--- src/rtl/mux_pkg.sv ---
// Shared constants for the N:1 stream selector: operating modes and the
// ceiling-log2 helper used to size channel indices.
package mux_pkg;

    localparam int MODE_SEL = 0;
    localparam int MODE_RR  = 1;

    function automatic int clog2(input int n);
        int r;
        r = 0;
        for (int v = n - 1; v > 0; v = v >> 1) begin
            r++;
        end
        return r;
    endfunction

endpackage

--- src/rtl/rr_arbiter.sv ---
// Combinational round-robin pick: rotate the request vector so that ptr sits
// at position 0, then take the lowest set bit and map it back to a channel.
module rr_arbiter #(
    parameter int N     = 4,
    parameter int SEL_W = 2
) (
    input  logic [N-1:0]     req,
    input  logic [SEL_W-1:0] ptr,
    output logic             gnt_valid,
    output logic [SEL_W-1:0] gnt_idx
);

    logic [N-1:0] w_rot;

    always_comb begin
        // NOTE: every output of a combinational block gets a default first, so no path leaves it unassigned and a latch can never be inferred.
        w_rot     = '0;
        gnt_idx   = '0;
        for (int k = 0; k < N; k++) begin
            w_rot[k] = req[(int'(ptr) + k) % N];
        end
        gnt_valid = |w_rot;
        // Scan from the far end so the position nearest ptr is written last.
        for (int k = N - 1; k >= 0; k--) begin
            if (w_rot[k]) begin
                gnt_idx = SEL_W'((int'(ptr) + k) % N);
            end
        end
    end

endmodule

--- src/rtl/stream_mux_nx1.sv ---
// N:1 valid/ready stream selector with a single registered output stage.
// The channel is picked by the external sel or by a fair round-robin arbiter.
module stream_mux_nx1
    import mux_pkg::*;
#(
    parameter int WIDTH = 8,
    parameter int N     = 4,
    parameter int SEL_W = clog2(N),
    parameter int MODE  = MODE_SEL
) (
    input  logic               clk,
    input  logic               rst_n,
    input  logic [N*WIDTH-1:0] in_data,
    input  logic [N-1:0]       in_valid,
    output logic [N-1:0]       in_ready,
    input  logic [SEL_W-1:0]   sel,
    output logic [WIDTH-1:0]   out_data,
    output logic               out_valid,
    input  logic               out_ready,
    output logic [SEL_W-1:0]   cur_sel
);

    logic             w_chosen_valid;
    logic [SEL_W-1:0] w_chosen_idx;
    logic             w_can_load;
    logic             w_transfer;
    logic [WIDTH-1:0] w_load_data;

    logic             r_out_valid;
    logic [WIDTH-1:0] r_out_data;
    logic [SEL_W-1:0] r_cur_sel;

    assign w_can_load = !r_out_valid || out_ready;

    generate
        if (MODE == MODE_RR) begin : g_rr
            logic [SEL_W-1:0] r_rr_ptr;
            logic             w_unused_sel;

            assign w_unused_sel = ^sel;

            rr_arbiter #(
                .N     (N),
                .SEL_W (SEL_W)
            ) u_arb (
                .req       (in_valid),
                .ptr       (r_rr_ptr),
                .gnt_valid (w_chosen_valid),
                .gnt_idx   (w_chosen_idx)
            );

            // The pointer only advances on a transfer, which bounds the wait of any held request.
            always_ff @(posedge clk or negedge rst_n) begin
                if (!rst_n) begin
                    r_rr_ptr <= '0;
                end else if (w_transfer) begin
                    r_rr_ptr <= (w_chosen_idx == SEL_W'(N - 1)) ? '0 : w_chosen_idx + SEL_W'(1);
                end
            end
        end else begin : g_sel
            assign w_chosen_valid = (int'(sel) < N);
            assign w_chosen_idx   = sel;
        end
    endgenerate

    // Decoding by equality keeps an out-of-range sel from ever indexing past N.
    always_comb begin
        in_ready    = '0;
        w_transfer  = 1'b0;
        w_load_data = '0;
        for (int i = 0; i < N; i++) begin
            if (w_chosen_valid && (w_chosen_idx == SEL_W'(i)) && w_can_load) begin
                in_ready[i] = 1'b1;
                w_transfer  = in_valid[i];
                w_load_data = in_data[i*WIDTH +: WIDTH];
            end
        end
    end

    always_ff @(posedge clk or negedge rst_n) begin
        // NOTE: sequential state uses non-blocking assignments so every register samples pre-edge values, independent of statement order.
        if (!rst_n) begin
            r_out_valid <= 1'b0;
            r_out_data  <= '0;
            r_cur_sel   <= '0;
        end else if (w_transfer) begin
            r_out_valid <= 1'b1;
            r_out_data  <= w_load_data;
            r_cur_sel   <= w_chosen_idx;
        end else if (out_ready) begin
            r_out_valid <= 1'b0;
        end
    end

    assign out_valid = r_out_valid;
    assign out_data  = r_out_data;
    assign cur_sel   = r_cur_sel;

endmodule

--- config.mk ---
export PLATFORM = sky130hd
export DESIGN_NAME = stream_mux_nx1
export DESIGN_NICKNAME = d
export VERILOG_FILES = /design/src/rtl/mux_pkg.sv /design/src/rtl/rr_arbiter.sv /design/src/rtl/stream_mux_nx1.sv
export SDC_FILE = /design/constraint.sdc
export NUM_CORES = 1
export LEC_CHECK = 0
export CAP_MARGIN = 25
export CELL_PAD_IN_SITES_DETAIL_PLACEMENT = 1
export CELL_PAD_IN_SITES_GLOBAL_PLACEMENT = 2
export CORE_AREA = 2 2 63 65
export DETAILED_ROUTE_END_ITERATION = 10
export DIE_AREA = 0 0 65 67
export MAX_ROUTING_LAYER = met4
export PLACE_DENSITY_LB_ADDON = 0.08
export SLEW_MARGIN = 10
export SYNTH_ARGS = -nofsm -noshare
export SYNTH_HDL_FRONTEND = slang
export SYNTH_SLANG_ARGS = --single-unit
--- constraint.sdc ---
create_clock -name clk -period 3.76 [get_ports clk]
set_input_delay 0.376 -clock clk [delete_from_list [all_inputs] [get_ports clk]]
set_output_delay 0.376 -clock clk [all_outputs]
set_load 0.005 [all_outputs]
==> results.md <==
* Critical Path RT at roughly 3.4 ns
* Commonest cells after routing, fill and taps aside: sky130_fd_sc_hd__clkdlybuf4s50_1 (55), sky130_fd_sc_hd__dfrtp_1 (11), sky130_fd_sc_hd__mux2_4 (9)
* Final weighted congestion of routability-driven global placement at around 0.63
* Largest voltage drop on the vdd net at 0.000102 V
* Final ANT Viol Nets at 0
* Post-synth top area share at 36.7%
* Post-synthesis instance area at 751 um2
* Crit path max-delay family: buffers and inverters
* Worst skew pair latency at approximately 0.23 ns
* Fraction of layout cells with a size suffix above 1 at 19.4%
* Total DRC errors in the routed layout at 0
* Antenna Cells at 0
* Data arrival time of the critical path at around 2.3 ns
* Top-Level Pins at 56
* Count of final setup violators at 0
* Number of filler cells placed in the layout at around 400
* Largest family of logic cells by synthesized area: multiplexers
* Count of standard-cell rows at 22
* Worst Skew at 0.00113 ns
* P per Cell Area at between 300 and 400 mW/mm2
* Cell with the biggest individual delay on the critical path: sky130_fd_sc_hd__clkdlybuf4s50_1
* Via-to-Cell Ratio at 4.23
* Setup TNS at 0 ns
* Startpoint type of the worst setup path: input pin
* Period Utilization, post-route at a little over two thirds
* Wirelength, routed at roughly 2300 um
* Post-CTS Resized at 0
* Top layer reached by signal wires: met4
* Final Slew Violations at 0
* Post-layout net count at ~150
* Synth Area in Adders at 0%
* Deepest level of the CTS H-tree at 1
* Metal1 wirelength at between 900 and 1000 um
* Number of DRC markers after the initial detailed-route iteration at 38
* Detailed-routing iteration count for the pre-antenna-repair pass at 2
* Via Count at between 600 and 700
* Sum of met3 wire segment lengths after detailed routing at ~94 um
* Ordered cell list for the critical path: clkdlybuf4s50_1 -> nand2_1 -> nor2_1 -> clkdlybuf4s50_1
* Avg WL per Cell at between 15 and 20 um
* Count of buffer and inverter cells on the critical path at 2
* Global route total overflow at 0
* Area enclosed by the die boundary at between 0.004 and 0.005 mm2
* Placed instance area at around 0.0013 mm2
* Hold buffer count at CTS at 0
* Number of clock sinks at 11
* Actual slew at the worst max-slew pin at roughly 0.79 ns
* Post-layout minimum cycle time at about 2.6 ns
* Relative slew slack at 47.2%
* TritonCTS clock tree: built
* Unrepaired setup endpoints after global routing: false
* Per-instance average area after synthesis at between 15 and 20 um2
* CP endpoint kind: output port
* Most area-hungry cell type in the Yosys netlist: sky130_fd_sc_hd__dfrtp_1
* Setup CP Type: in -> out
* Initial antenna violation count at 0
* Mapped Cells at 49
* Maximum clock frequency at between 0.3 and 0.4 GHz
* Synth top area cells: sky130_fd_sc_hd__dfrtp_1 (37%), sky130_fd_sc_hd__mux4_2 (21%), sky130_fd_sc_hd__mux2_4 (18%), sky130_fd_sc_hd__buf_6 (6.0%), sky130_fd_sc_hd__mux4_1 (3.5%)
* Core area at around 0.0036 mm2
* Leak pwr at 0.553 nW
* Area growth, synth to finish at 80.8%
* Largest stage delay on the critical path at 0.98 ns
* Layout Cell Area excl Fill at ~0.0014 mm2
* Complex-gate fraction of the synthesized area at 3.17%
* Horizontal die dimension at 65 um
* Most common cell after layout, fill and taps aside: sky130_fd_sc_hd__clkdlybuf4s50_1
* Final Hold Fails at 0
* Share of cell area taken by muxes after synthesis at a little under half
* Register area share after synthesis at 36.7%
* Xor-xnor portion of the synthesized cell area at 0%
* Number of max-cap violations at 0
* #FFs+latches synth at 11
* CTS root buf: sky130_fd_sc_hd__clkbuf_8
* Largest fanout on the critical path at 15
* Routed wire length on met2 at approximately 1200 um
* Initial Utilization at between 20% and 30%
* DP Wirelength at 1880 um
* Result of the run: finished, final reports clean
* Post-CTS repair timing setup buffer count at 0
* Number of buffers created by CTS at 3
* Via count of the first global-routing pass at 694
* Area fraction in and, or, nand and nor cells after synthesis at around 8.0%
* Bufs on Longest Clock Path at 2
* Total global routing track utilization at 11.3%
* Largest net degree at the start of global routing at 16
* Cell mode on critical path: sky130_fd_sc_hd__clkdlybuf4s50_1
* Distinct cell type count after synthesis at 20
* Hold crit path type: in -> async
* Syn_nets at 90
* Count of warnings emitted by yosys at 0
* First-pass GRT wire length at approximately 3500 um
* Clock-pin slew on the worst setup and hold paths at approximately 0.05 ns
* Quantity of I/O buffers inserted on ports at 55
* Total chip power at approximately 0.48 mW
* Die H at roughly 67 um
[registers in the layout (all words and copies together) (netlist names)]
register   count
cur_sel        2
out_valid      1
out_data       8
[per-layer routing]
metal	GRT usage, %	up-vias
met4	3.99	0
met2	19.5	18
met1	12.9	324
met5	-	-
met3	2.53	2
li1	-	294
[metrics by stage]
stage	hold slack (ns)	cells	setup slack, ns	utilization, %
2_1_floorplan	0.0804	49	2.22	-
3_3_place_gp	0.501	147	0.981	36.4
3_5_place_dp	0.500	147	0.918	36.4
4_1_cts	0.503	151	1.08	37.6
5_1_grt	0.526	151	0.886	37.6
6_report	0.485	151	1.12	37.6
[area by class of cell]
| type | count | area, um2 | share of cell area (%) |
|---|---|---|---|
| timing repair buffer | 55 | 551 | 40.6 |
| multi-input combinational | 32 | 423 | 31.2 |
| sequential | 11 | 275 | 20.3 |
| tap | 48 | 60.1 | 4.42 |
| clock buffer | 4 | 45.0 | 3.32 |
| inverter | 1 | 3.75 | 0.276 |
[Yosys cell counts]
cell                       number
sky130_fd_sc_hd__or2b_1         1
sky130_fd_sc_hd__buf_6          4
sky130_fd_sc_hd__inv_1          1
sky130_fd_sc_hd__clkbuf_1       1
sky130_fd_sc_hd__o21ba_1        1
sky130_fd_sc_hd__nor3b_1        1
sky130_fd_sc_hd__nand2b_1       1
sky130_fd_sc_hd__mux2_4         9
sky130_fd_sc_hd__o22ai_1        1
sky130_fd_sc_hd__nor3_2         1
sky130_fd_sc_hd__nor3_1         1
sky130_fd_sc_hd__nor2b_1        1
sky130_fd_sc_hd__dfrtp_1       11
sky130_fd_sc_hd__mux4_2         7
sky130_fd_sc_hd__a21o_1         1
sky130_fd_sc_hd__nor2_1         1
sky130_fd_sc_hd__and3_1         1
sky130_fd_sc_hd__mux2i_1        2
sky130_fd_sc_hd__nand2_1        2
sky130_fd_sc_hd__mux4_1         1
[report_power, final]
part	internal, mW	switching [mW]	leakage [nW]	total (mW)
sequential	0.148	0.0187	0.127	0.167
combinational	0.143	0.0504	0.403	0.194
clock	0.0741	0.0408	0.0228	0.115
total	0.365	0.110	0.553	0.475
[cells by family after synthesis]
group           after synthesis
mux                          19
flops                        11
simple gates                 10
buf+inv                       6
compound gates                3
[worst register-to-register path, cell delays in order (launching register included)]
cell	delay (ns)
sky130_fd_sc_hd__dfrtp_1	0.38
sky130_fd_sc_hd__nor2b_1	0.32
sky130_fd_sc_hd__nor3_2	0.09
sky130_fd_sc_hd__o21ba_1	0.62
sky130_fd_sc_hd__mux2_4	0.35
[worst paths after layout]
path                              from           to  slack, ns  cells after the start
hold / removal                   rst_n   cur_sel[0]       0.49                      1
setup / recovery                sel[0]  in_ready[1]       1.12                      4
min in group clk           out_data[2]  out_data[2]       0.51                      1
setup reg to reg             out_valid  out_data[3]       1.89                      4
hold reg to reg            out_data[2]  out_data[2]       0.51                      1
max in group asynchronous        rst_n  out_data[5]       2.94                      1
Note: power is estimated with default switching activity, not from simulation.
==> RTL change 1 (same settings) <==
The parameter `WIDTH` goes from 8 to 6.
--- a/src/rtl/stream_mux_nx1.sv
+++ b/src/rtl/stream_mux_nx1.sv
@@ -5,3 +5,3 @@
 #(
-    parameter int WIDTH = 8,
+    parameter int WIDTH = 6,
     parameter int N     = 4,
Ports: changed (resized in_data and out_data); port bits go from 56 to 46. No check against the original RTL was run, so the function may have changed too.
==> RTL change 1 against the unedited design <==
Setup slack better by 0.21 ns. Count of clock-buffer cells in the layout stayed put. Synthesized area is 21% lower. Power is 16% lower. Utilization is 6.1 points lower. Cell area is 16% lower. Sequential cell count is 2 lower. Wire length is 8.8% lower.
==> RTL change 1: results (changes against the unedited design) <==
| Metric | Value |
|---|---|
| Post-synth net total | 86 (was 90) |
| Number of buffers outside the clock class in the layout | 46 (was 55) |
| Met2 GRT Util | 14.95% (was 19.46%) |
| Number of nets at the end of the flow | 134 (was 145) |
| Number of global-route vias before repair | 600 (was 694) |
| Met1 Usage GRT | 13.94% (was 12.93%) |
| Cell types with the largest area share after synthesis | sky130_fd_sc_hd__dfrtp_1, sky130_fd_sc_hd__mux2i_1, sky130_fd_sc_hd__mux2_2 (was sky130_fd_sc_hd__dfrtp_1, sky130_fd_sc_hd__mux4_2, sky130_fd_sc_hd__mux2_4) |
| Count of input and output buffers | 45 (was 55) |
| Placed Instances | 144 (was 147) |
| R2R setup slack | 2.20 ns (was 1.89 ns) |
| Non-clock buffer area fraction after layout | 40.26% (was 40.55%) |
| Number of design-rule violations left by the first detailed-router iteration | 17 (was 38) |
| WP data arrival | 2.06 ns (was 2.26 ns) |
| Invs w/o clock | 2 (was 1) |
| Commonest cells in the netlist | sky130_fd_sc_hd__mux2i_1, sky130_fd_sc_hd__dfrtp_1, sky130_fd_sc_hd__mux2_2, sky130_fd_sc_hd__o22ai_1, sky130_fd_sc_hd__nor2_1 (was sky130_fd_sc_hd__dfrtp_1, sky130_fd_sc_hd__mux2_4, sky130_fd_sc_hd__mux4_2, sky130_fd_sc_hd__buf_6) |
| Sequential portion of the cell area | 19.80% (was 20.28%) |
| Detailed Route WL | 2.070 mm (was 2.270 mm) |
| Count of filler cells inserted in the layout | 413 (was 399) |
| Worst vdd ir | 0.0001921 V (was 0.0001025 V) |
| Combinational group share of total power | 39.5% (was 40.8%) |
| Post-synthesis sequential area ratio | 37.89% (was 36.67%) |
| Detailed-route via count | 601 (was 638) |
| Status | finished clean (unchanged) |
| Global-route wire length before repair | 3.263 mm (was 3.491 mm) |
| Setup slack of the critical path after layout | 1.329 ns (was 1.121 ns) |
| Layout Area Growth over Synthesis | 91.37% (was 80.83%) |
| Combinational group power | 0.000158 W (was 0.000194 W) |
| Comb_multi_in | 39 (was 32) |
| Clk pwr | 0.000110 W (was 0.000115 W) |
| Standby leakage power | 0.4755 nW (was 0.5526 nW) |
| Proportion of cell area occupied by multi-input gates | 30.03% (was 31.15%) |
| Final weighted congestion in routability-driven placement | 0.6195 (was 0.6267) |
| Layout cells sized above 1 | 15.00% (was 19.42%) |
| Netlist cell types | 16 (was 20) |
| Critical path's largest stage delay | 0.71 ns (was 0.98 ns) |
| Number of flip-flops in the largest register | 6 (was 8) |
| Final clock-cell share | 3.960% (was 3.318%) |
| Final hold slack | 0.4527 ns (was 0.4851 ns) |
| Average size of a mapped cell | 11.21 sq um (was 15.32 sq um) |
| Combined global-route utilization of all metal layers | 10.27% (was 11.28%) |
| Maximum fanout along the worst path | 11 (was 15) |
| Detail Route met2 WL | 932 um (was 1.209 mm) |
| Worst slack at placement | 1.163 ns (was 0.9180 ns) |
-- RTL change 1: cell count changes in the layout (fill, tap and decap cells not counted), sizes merged, moves of 2 or more --
| cell | delta |
|---|---|
| clkdlybuf4s50 | -10 |
| dfrtp | -2 |
| mux2i | +10 |
| mux4 | -8 |
| nor2 | +3 |
| nor3 | -2 |
| o22ai | +5 |
-- RTL change 1: kinds of logic after synthesis --
family / after synthesis / synth area share, %
flops: 9 / 37.90
compound gates: 8 / 10.74
simple gates: 10 / 8.840
mux: 21 / 37.90
buf+inv: 5 / 4.631
-- RTL change 1: worst max-delay path by stage --
stage	startpoint	endpoint	cells past startpoint
floorplan	sel[0]	cur_sel[0]$_DFFE_PN0P_	5
global placement	sel[0]	cur_sel[0]$_DFFE_PN0P_	5
detailed placement	sel[0]	out_data[3]$_DFFE_PN0P_	5
CTS	sel[0]	in_ready[0]	4
global route	sel[0]	in_ready[2]	4
finish	sel[0]	in_ready[0]	4
==> RTL change 2 (config.mk and constraints unchanged) <==
Without the edit above. Make the reset (`rst_n`) synchronous in 2 clocked blocks.
--- a/src/rtl/stream_mux_nx1.sv
+++ b/src/rtl/stream_mux_nx1.sv
@@ -52,3 +52,3 @@
             // The pointer only advances on a transfer, which bounds the wait of any held request.
-            always_ff @(posedge clk or negedge rst_n) begin
+            always_ff @(posedge clk) begin
                 if (!rst_n) begin
@@ -79,3 +79,3 @@
 
-    always_ff @(posedge clk or negedge rst_n) begin
+    always_ff @(posedge clk) begin
         // NOTE: sequential state uses non-blocking assignments so every register samples pre-edge values, independent of statement order.
Function: differs if rst_n is asserted again (counterexample within 4 cycles, from zero or initial values and one cycle with rst_n low); with rst_n held inactive, the same outputs for 10 cycles.
==> RTL change 2 against the unedited design <==
Wire length grew 8.2%. Cell area grew 0.74%. Synthesized area up 2.0%. Die area stayed put. Sequential cell count stayed put. Setup slack improved by 0.21 ns. Power down 19%. Fmax grew 8.6%. Critical endpoint is now in_ready[3]. Highest routed layer is now met3.
==> RTL change 2: results (changes against the unedited design) <==
| Metric | Value |
|---|---|
| Status | finished clean (unchanged) |
| Hold/Removal Path Class | reg -> reg (was in -> async) |
| Combined global-route utilization of all metal layers | 12.12% (was 11.28%) |
| Netlist cell types | 26 (was 20) |
| Remaining max-slew budget at the tightest pin | 53.59% (was 47.17%) |
| Detailed Route WL | 2.457 mm (was 2.270 mm) |
| Standby leakage power | 0.4915 nW (was 0.5526 nW) |
| Global-route wire length before repair | 3.843 mm (was 3.491 mm) |
| Total iterations of the first detailed-routing run | 4 (was 2) |
| Post-synth net total | 112 (was 90) |
| Worst slack at placement | 1.251 ns (was 0.9180 ns) |
| Worst vdd ir | 0.00008244 V (was 0.0001025 V) |
| Async set-reset flop share out of synthesis | 0% (was 100.0%) |
| Switching fraction of total power | 24.79% (was 23.14%) |
| Critical path's largest stage delay | 0.92 ns (was 0.98 ns) |
| Post-DP HPWL | 1.907 mm (was 1.877 mm) |
| Final weighted congestion in routability-driven placement | 0.6595 (was 0.6267) |
| Syn Inst Count | 71 (was 49) |
| Number of design-rule violations left by the first detailed-router iteration | 23 (was 38) |
| WL per Instance | 14.28 um (was 15.03 um) |
| Standard cell area after detailed placement | 0.001323 sq mm (was 0.001313 sq mm) |
| Post-synthesis sequential area ratio | 28.76% (was 36.67%) |
| WP data arrival | 2.05 ns (was 2.26 ns) |
| Worst Clk Skew | 0.0003449 ns (was 0.001129 ns) |
| Synth Area in Compound Gates | 16.99% (was 3.167%) |
| Multiplexer share of the synthesized area | 28.59% (was 45.17%) |
| Layout cells sized above 1 | 13.71% (was 19.42%) |
| Commonest cells in the netlist | sky130_fd_sc_hd__dfxtp_1, sky130_fd_sc_hd__nand3_1, sky130_fd_sc_hd__o21ai_1, sky130_fd_sc_hd__a21boi_1, sky130_fd_sc_hd__mux4_2 (was sky130_fd_sc_hd__dfrtp_1, sky130_fd_sc_hd__mux2_4, sky130_fd_sc_hd__mux4_2, sky130_fd_sc_hd__buf_6) |
| Number of global-route vias before repair | 830 (was 694) |
| Placed Instances | 168 (was 147) |
| Main flop type after synthesis | sky130_fd_sc_hd__dfxtp_1 (was sky130_fd_sc_hd__dfrtp_1) |
| Cell types with the largest area share after synthesis | sky130_fd_sc_hd__dfxtp_1, sky130_fd_sc_hd__mux4_2, sky130_fd_sc_hd__a21boi_1 (was sky130_fd_sc_hd__dfrtp_1, sky130_fd_sc_hd__mux4_2, sky130_fd_sc_hd__mux2_4) |
RTL change 2: cells by family after synthesis:
| group | after synthesis |
|---|---|
| AO/OA/AOI/OAI | 20 |
| buffers and inverters | 8 |
| flip-flops | 11 |
| multiplexers | 11 |
| AND/OR/NAND/NOR | 21 |
RTL change 2: metal layers:
| layer | wire (um) | part of all wire (%) | up-vias | global-route usage [%] |
|---|---|---|---|---|
| li1 | - | - | 380 | - |
| met1 | 1020 | 42 | 373 | 13.39 |
| met2 | 1286 | 52 | 32 | 20.75 |
| met3 | 151 | 6.1 | 0 | 2.365 |
| met4 | 0 | 0 | 0 | 6.383 |
| met5 | 0 | 0 | - | - |
RTL change 2: power groups by stage:
stage	Clock [W]	Combinational, W	Sequential, W
CTS	0.000125	0.000132	0.000132
floorplan	0	0.0000588	0.000135
global placement	0	0.000130	0.000135
finish	0.000122	0.000129	0.000132
global route	0.000132	0.000140	0.000133
detailed placement	0	0.000131	0.000135
RTL change 2: final cells by class:
cell class	instances	area (sq um)
Inverter	1	3.754
Clock buffer	4	45.04
Timing Repair Buffer	56	558.0
Sequential cell	11	220.2
Fill cell	423	2238
Tap cell	48	60.06
Multi-Input combinational cell	52	480.5
RTL change 2: path summary, 6_finish.rpt:
check                                              start                  endpoint  slack [ns]  cells after the start
worst max-delay path                              sel[1]               in_ready[3]        1.33                      3
worst min-delay path            out_data[2]$_SDFFE_PN0P_  out_data[2]$_SDFFE_PN0P_        0.46                      2
worst max register to register    out_valid$_SDFFE_PN0P_  out_data[4]$_SDFFE_PN0P_        2.29                      4
worst min register to register  out_data[2]$_SDFFE_PN0P_  out_data[2]$_SDFFE_PN0P_        0.46                      2
